$ cat config.mk
export PLATFORM = sky130hd
export DESIGN_NAME = coin_acceptor
export DESIGN_NICKNAME = d
export VERILOG_FILES = /design/src/rtl/vending_pkg.sv /design/src/rtl/coin_sync.sv /design/src/rtl/coin_acceptor.sv
export SDC_FILE = /design/constraint.sdc
export NUM_CORES = 1
export LEC_CHECK = 0
export BUFFER_PORTS_ARGS = -buffer_cell sky130_fd_sc_hd__buf_2
export CORE_MARGIN = 10
export CORE_UTILIZATION = 40
export DETAILED_ROUTE_END_ITERATION = 10
export PLACE_DENSITY_LB_ADDON = 0.15
export SYNTH_ARGS = -nofsm -noshare
export SYNTH_HDL_FRONTEND = slang
export SYNTH_HIERARCHICAL = 1
export SYNTH_SLANG_ARGS = --single-unit
$ cat constraint.sdc
create_clock -name clock -period 2.15 [get_ports clock]
set_input_delay 0.43 -clock clock [delete_from_list [all_inputs] [get_ports clock]]
set_output_delay 0.43 -clock clock [all_outputs]
set_load 0.02 [all_outputs]
$ cat src/rtl/vending_pkg.sv
// Shared types for the vending front end: coin identities, acceptor FSM states
// and the default debounce length.
package vending_pkg;

  typedef enum logic [1:0] {
    NONE,
    FIVE,
    TEN,
    TWENTYFIVE
  } coin_t;

  typedef enum logic [2:0] {
    IDLE,
    QUALIFY,
    EMIT,
    REJECT,
    WAIT_RELEASE
  } acc_state_t;

  localparam int DEFAULT_DEBOUNCE = 4;

endpackage

$ cat src/rtl/coin_sync.sv
// Three-line two-flop synchronizer for the asynchronous coin sensors.
module coin_sync (
  input  logic       clock,
  input  logic       reset,
  input  logic [2:0] raw,
  output logic [2:0] sync
);

  logic [2:0] sync_p0;
  logic [2:0] sync_p1;

  always_ff @(posedge clock) begin
    if (reset) begin
      sync_p0 <= 3'b000;
      sync_p1 <= 3'b000;
    end else begin
      sync_p0 <= raw;
      sync_p1 <= sync_p0;
    end
  end

  assign sync = sync_p1;

endmodule

$ cat src/rtl/coin_acceptor.sv
// Coin acceptor: synchronizes and debounces three coin sensor lines and emits
// one pulse per qualified coin, refusing coins while a product is dispensing.
module coin_acceptor
  import vending_pkg::*;
#(
  parameter int DEBOUNCE_CYCLES = DEFAULT_DEBOUNCE
) (
  input  logic clock,
  input  logic reset,
  input  logic coinFiveRaw,
  input  logic coinTenRaw,
  input  logic coinTwentyFiveRaw,
  input  logic theProduct,
  output logic fiveKurus,
  output logic tenKurus,
  output logic twentyFiveKurus,
  output logic coinReject
);

  localparam logic [7:0] CNT_LAST = 8'(DEBOUNCE_CYCLES - 1);

  logic [2:0] sync;
  acc_state_t state;
  acc_state_t state_nxt;
  logic [7:0] cnt;
  logic [7:0] cnt_nxt;
  coin_t      coin;
  coin_t      coin_nxt;
  logic       one_hot;
  logic       emit_ok;

  function automatic logic [7:0] sat_inc(input logic [7:0] v);
    logic [7:0] r;
    r = (v == 8'hFF) ? v : v + 8'd1;
    return r;
  endfunction

  function automatic logic [2:0] coin_mask(input coin_t c);
    logic [2:0] m;
    case (c)
      FIVE:       m = 3'b001;
      TEN:        m = 3'b010;
      TWENTYFIVE: m = 3'b100;
      default:    m = 3'b000;
    endcase
    return m;
  endfunction

  function automatic coin_t coin_of(input logic [2:0] s);
    coin_t c;
    case (s)
      3'b001:  c = FIVE;
      3'b010:  c = TEN;
      3'b100:  c = TWENTYFIVE;
      default: c = NONE;
    endcase
    return c;
  endfunction

  coin_sync u_sync (
    .clock (clock),
    .reset (reset),
    .raw   ({coinTwentyFiveRaw, coinTenRaw, coinFiveRaw}),
    .sync  (sync)
  );

  assign one_hot = (sync != 3'b000) && ((sync & (sync - 3'd1)) == 3'b000);

  // Reset parks in WAIT_RELEASE so a coin held across reset must be released first
  always_ff @(posedge clock) begin
    if (reset) begin
      state <= WAIT_RELEASE;
      cnt   <= 8'd0;
      coin  <= NONE;
    end else begin
      state <= state_nxt;
      cnt   <= cnt_nxt;
      coin  <= coin_nxt;
    end
  end

  always_comb begin
    state_nxt = state;
    cnt_nxt   = cnt;
    coin_nxt  = coin;
    case (state)
      IDLE: begin
        if (one_hot) begin
          state_nxt = QUALIFY;
          coin_nxt  = coin_of(sync);
          cnt_nxt   = 8'd1;
        end else if (sync != 3'b000) begin
          state_nxt = REJECT;
          cnt_nxt   = 8'd0;
        end
      end
      QUALIFY: begin
        if (sync == coin_mask(coin)) begin
          if (cnt == CNT_LAST) begin
            state_nxt = EMIT;
          end else begin
            cnt_nxt = sat_inc(cnt);
          end
        end else if (sync == 3'b000) begin
          state_nxt = IDLE;
          cnt_nxt   = 8'd0;
          coin_nxt  = NONE;
        end else begin
          state_nxt = REJECT;
          cnt_nxt   = 8'd0;
        end
      end
      EMIT: begin
        state_nxt = WAIT_RELEASE;
        cnt_nxt   = 8'd0;
      end
      REJECT, WAIT_RELEASE: begin
        // Both wait for all lines to stay low for the full debounce window
        if (sync == 3'b000) begin
          if (cnt == CNT_LAST) begin
            state_nxt = IDLE;
            cnt_nxt   = 8'd0;
            coin_nxt  = NONE;
          end else begin
            cnt_nxt = sat_inc(cnt);
          end
        end else begin
          cnt_nxt = 8'd0;
        end
      end
      default: begin
        state_nxt = WAIT_RELEASE;
        cnt_nxt   = 8'd0;
        coin_nxt  = NONE;
      end
    endcase
  end

  assign emit_ok         = (state == EMIT) && !theProduct;
  assign fiveKurus       = emit_ok && (coin == FIVE);
  assign tenKurus        = emit_ok && (coin == TEN);
  assign twentyFiveKurus = emit_ok && (coin == TWENTYFIVE);
  assign coinReject      = (state == REJECT) || ((state == EMIT) && theProduct);

endmodule
======== Word-level counts from Yosys, hierarchy flattened ========
Cells that the tools add are included.
storage, ports and cells
  input bits .............................. 6
  word-level logic and storage cells ...... 71
  output and inout port bits .............. 4
  register bits ........................... 19
operators by class
  muxes and demuxes ....................... 25
  bitwise logic cells ..................... 2
  reduce and logical (&&, ||, !) cells .... 16
  eq/ne operators ......................... 21
  add/sub/neg operators ................... 2
operator list
  cell                                                 number
  two-way mux 8 bit                                    7
  one-hot mux 8 bit (3 select lines)                   1
  two-way mux 3 bit                                    7
  one-hot mux 3 bit (3 select lines)                   2
  two-way mux 2 bit                                    6
  inequality test 2 bit, second input constant         5
  equality test 3 x 2 -> 1 bit, second input constant  3
  logical NOT 3 bit                                    3
  inequality test 3 bit, second input constant         3
  adder 8 x 1 -> 8 bit, second input constant          1
  equality test 8 x 2 -> 1 bit, second input constant  1
  equality test 8 bit, second input constant           1
  one-hot mux 2 bit (4 select lines)                   1
  equality test 3 x 1 -> 1 bit, second input constant  2
  equality test 3 bit, second input constant           2
  logical AND 1 bit                                    6
  one-hot mux 2 bit (3 select lines)                   1
  AND reduction 6 bit                                  1
  equality test 2 bit, second input constant           2
  AND reduction 4 bit                                  1
  bitwise AND 3 bit                                    1
  equality test 3 bit                                  1
  nonzero test 3 bit                                   1
  subtractor 3 x 1 -> 3 bit, second input constant     1
  other kinds (6)                                      6

======== Longest topological paths before layout ========
  depth after elaboration ................. 6
  gate-level depth with buffers ........... 7
  depth with buffers taken out ............ 6

======== Cells and area by module ========
The synthesis kept the hierarchy.
by module, submodules not included
  module         cells an instance  seq. area each (µm²)  area each (µm²)  times used
  coin_acceptor  134                260.2                 1097.3           1
  coin_sync      12                 120.1                 157.7            1

======== Worst setup path before layout ========
Ideal clock, no wire load.
  kind .................................... reg-to-reg
  start point ............................. register cnt[0]
  end point ............................... register coin[0]
  arrival time ............................ 1.763 ns
  stages on the path, launching flop included .. 7
  clock period less this slack ............ 1.880 ns
  required time ........................... 2.033 ns
  path slack .............................. 0.270 ns
  setup time .............................. 0.117 ns
  buffers on the path ..................... 0
  cell sequence ........................... dfxtp_1 > ha_1 > nor4b_4 > and2_2 > a31oi_1 > or3_1 > a32o_2
between the ends
  longest elaborated chain between the ends .. 3
ends and longest elaborated chain
  element                                 RTL line              text
  start, declared                         coin_acceptor.sv:25   logic [7:0] cnt;
  start signal, assigned                  coin_acceptor.sv:77   cnt <= cnt_nxt;
  equality test 8 x 2 -> 1 bit            coin_acceptor.sv:120  if (cnt == CNT_LAST) begin
  inequality test 2 bit (no source line)  n/a
  AND reduction 6 bit (no source line)    n/a
  end signal, assigned                    coin_acceptor.sv:78   coin <= coin_nxt;
  end, declared                           coin_acceptor.sv:27   coin_t coin;
No other way between the ends.
A chain may end at the register's enable or synchronous reset.

======== Worst setup path after layout ========
  start point ............................. register state[1]
  end point ............................... output port twentyFiveKurus
between the ends
  longest elaborated chain between the ends .. 3
ends and longest elaborated chain
  element                       RTL line              text
  start, declared               coin_acceptor.sv:23   acc_state_t state;
  start signal, assigned        coin_acceptor.sv:76   state <= state_nxt;
  equality test 3 x 2 -> 1 bit  coin_acceptor.sv:139  assign emit_ok = (state == EMIT) && !theProduct;
  logical AND 1 bit             coin_acceptor.sv:139
  logical AND 1 bit             coin_acceptor.sv:142  assign twentyFiveKurus = emit_ok && (coin == TWENTYFIVE);
  end, declared                 coin_acceptor.sv:16   output logic twentyFiveKurus,
No other way between the ends.

==> reports/qor.csv <==
stage;metric;value;unit
yosys;syn_area_per_cell;8.60;um2
drt;viasPerCell;5.51;
yosys;yosys_warnings;6;
worst_setup_path;critPathBufInv;1;
yosys;synth_fa_ha_area_share;0.997;%
power_and_ir_drop;share_comb_of_total_power;42.5;%
drt;drc;0;
yosys;synth_async_sr_flop_share;0;%
sta;finalSetupTns;0;ps
cells_and_area;stdcell_count;200;
sta;timing.hold.ws;324;ps
placed_design;post-place-ws;245;ps
global_routing;grt_usage;9.85;%
die;rows;20;
yosys;synth_top_family_by_area;simple AND/OR/NAND/NOR gates;
cells_and_area;area.growth.synth_to_final;8.57;%
yosys;ys_ff_latch;19;
die;dieArea;5780;um2
yosys;synthMuxAreaShare;0.798;%
die;die_x;76.0;um
worst_setup_path;cpLargestDelayFamily;simple AND/OR/NAND/NOR gates;
clock_tree;root_buffer;clkbuf_4;
worst_setup_path;crit_slowest_cell;dfxtp_1;
sta;slew_violations;0;
yosys;syn_inst;146;
global_routing;grt_pass1_vias;1051;
yosys;ys.flop_type;dfxtp_1;
power_and_ir_drop;p_total;1.17;mW
drt;num_vias;1101;
cells_and_area;diodes;0;
worst_setup_path;slowest_delay;500;ps
yosys;synth_area;1250;um2
clock_tree;cts_buffer_depth;2;
global_routing;grt_pass1_wl;4910;um
sta;skew;9.73;ps
clock_tree;h-tree-depth;1;
drt;drt_pre_antenna_iters;4;
sta;finalHoldViolations;0;
clock_tree;cts_tree;done;
placed_design;placed_cells;196;
worst_setup_path;path_class;flop to output port;
worst_setup_path;setup.worst_path.start_class;flop;
clock_tree;clk_latency;310;ps
die;num_io_pins;10;
power_and_ir_drop;p_leak;0.461;nW
cells_and_area;nets;164;
run;maxCapViolations;0;
cells_and_area;design_area;1360;um2
power_and_ir_drop;power_density;856;nW/um2
power_and_ir_drop;clkPwrFrac;17.0;%
clock_tree;clk_pin_slew;130;ps
cells_and_area;final_layout_size_suffix_gt1_share;23.1;%
placed_design;place_hpwl;2180;um
clock_tree;clkSinkCount;19;
cells_and_area;final_util;45.0;%
placed_design;gp_congestion;0.831;
die;core-area;3030;um2
global_routing;grt_overflow;0;
clock_tree;post_cts_buffers;0;
worst_setup_path;critPathArrivalTime;1510;ps
sta;finalCriticalPeriod;1940;ps
yosys;synth_nets;153;
yosys;synth_compound_area_share;28.7;%
drt;wire_per_inst;14.3;um
die;die_h;76.0;um
power_and_ir_drop;power.switching;0.464;mW
sta;setup_viol;0;
drt;drtAntennaViolNets;0;
die;start_util;41.4;%
drt;drtIter0Drc;88;
outcome;status;finished, final reports clean;
sta;maxSlewHeadroom;64.1;%
sta;timing.final.ws_setup;210;ps
power_and_ir_drop;internal_power;0.703;mW
sta;fin_crit_sh;90.2;%
worst_setup_path;path_max_fanout;9;
drt;routed_wl;2860;um
yosys;synthXorXnorAreaFrac;2.09;%
yosys;yosys.area_share.simple;29.1;%
global_routing;antenna_found_initial;0;
yosys;ys_seq_area_share;30.3;%
sta;max_freq;515;MHz
sta;worstMarginPinSlew;534;ps
global_routing;grt_max_degree;15;
placed_design;io_buffers;9;
min_path;hp-class;primary input to flop;
yosys;synth_edf_count;0;
worst_setup_path;worstPathRequired;1720;ps
power_and_ir_drop;switching_share;39.8;%
power_and_ir_drop;p_seq_share;40.5;%
sta;grt_setup_unrepaired;no;
power_and_ir_drop;ir_drop;361;uV
placed_design;placed_area;1330;um2
worst_setup_path;path_cells;nor4b_2, and3_1, buf_2;
worst_setup_path;cp-end-kind;output port;
clock_tree;cts_buffers;3;
yosys;ys_types;52;
sequential cells by signal (all words and copies together) (netlist names):
register / count
coin: 2
cnt: 8
u_sync/sync_p0: 3
state: 3
u_sync/sync: 3
power groups by stage:
stage | Clock (mW) | Sequential [mW] | Combinational, mW
after CTS | 0.212 | 0.469 | 0.494
after floorplan | 0 | 0.427 | 0.447
after global placement | 0 | 0.475 | 0.489
after global routing | 0.229 | 0.484 | 0.549
after detailed placement | 0 | 0.478 | 0.492
final | 0.199 | 0.472 | 0.495
cells in the final DEF (no fill, tap or decap), types with 4 or more instances in the layout:
cell	count
nor2_1	14
buf_2	9
o32ai_1	4
dfxtp_1	19
o211ai_1	9
nor3_1	4
inv_1	9
buf_4	5
nand2_1	6
nor2b_1	8
a31oi_1	4
o21ai_0	6
synth_stat cells, types with 2 or more instances:
library cell	number	area [um2]
nor2_1	14	52.6
a32o_2	2	22.5
nor2b_1	8	50.1
nand2_1	6	22.5
buf_6	3	33.8
a21oi_1	3	15.0
o32ai_1	4	35.0
o21ai_0	6	30.0
or3_1	2	12.5
and3_1	3	18.8
nor3_1	4	20.0
xnor2_1	3	26.3
dfxtp_1	19	380
nand2b_1	2	12.5
a31oi_1	4	25.0
o211ai_1	9	67.6
a211oi_1	3	22.5
inv_1	9	33.8
nand3_1	3	15.0
nand4_1	3	18.8
buf_4	3	22.5
a22oi_1	3	22.5
per-layer routing:
metal  vias to the layer above  global-route usage, %  part of all wire, %
met3                         7                   3.66                  4.7
met1                       499                   12.2                   48
met4                         0                   3.41                  1.4
li1                        570                      -                    -
met5                         -                      0                    0
met2                        25                   15.1                   45
path summary, 6_finish.rpt:
| path | from | end | slack (ps) | depth (start not counted) |
|---|---|---|---|---|
| worst max-delay path | state[1] | twentyFiveKurus | 210 | 3 |
| worst min-delay path | coinTwentyFiveRaw | u_sync/sync_p0[2] | 320 | 2 |
| worst max register to register | cnt[0] | coin[0] | 230 | 6 |
| worst min register to register | u_sync/sync_p0[0] | u_sync/sync[0] | 450 | 1 |
what timing repair did:
item,4_1_cts,5_1_grt
endpoints found under the setup margin,0,3
hold endpoints to repair,0,0
gates resized for setup,0,1
hold buffers,0,0
cell families (layout without fill, tap and decap cells):
kind of cell / Yosys count / in the layout
XOR/XNOR: 3 / 3
adder cells (fa/ha/maj): 1 / 1
AO/OA/AOI/OAI: 45 / 45
AND/OR/NAND/NOR: 60 / 60
buffers and inverters: 17 / 27
flip-flops: 19 / 19
multiplexers: 1 / 1
area by class of cell:
| class | instances | area (um2) |
|---|---|---|
| Clock inverter | 1 | 7.51 |
| Multi-Input combinational cell | 110 | 781 |
| Clock buffer | 3 | 22.5 |
| Timing Repair Buffer | 14 | 82.6 |
| Inverter | 9 | 33.8 |
| Sequential cell | 19 | 380 |
| Fill cell | 298 | 1670 |
| Tap cell | 44 | 55.1 |
Note: power is estimated with default switching activity, not from simulation.
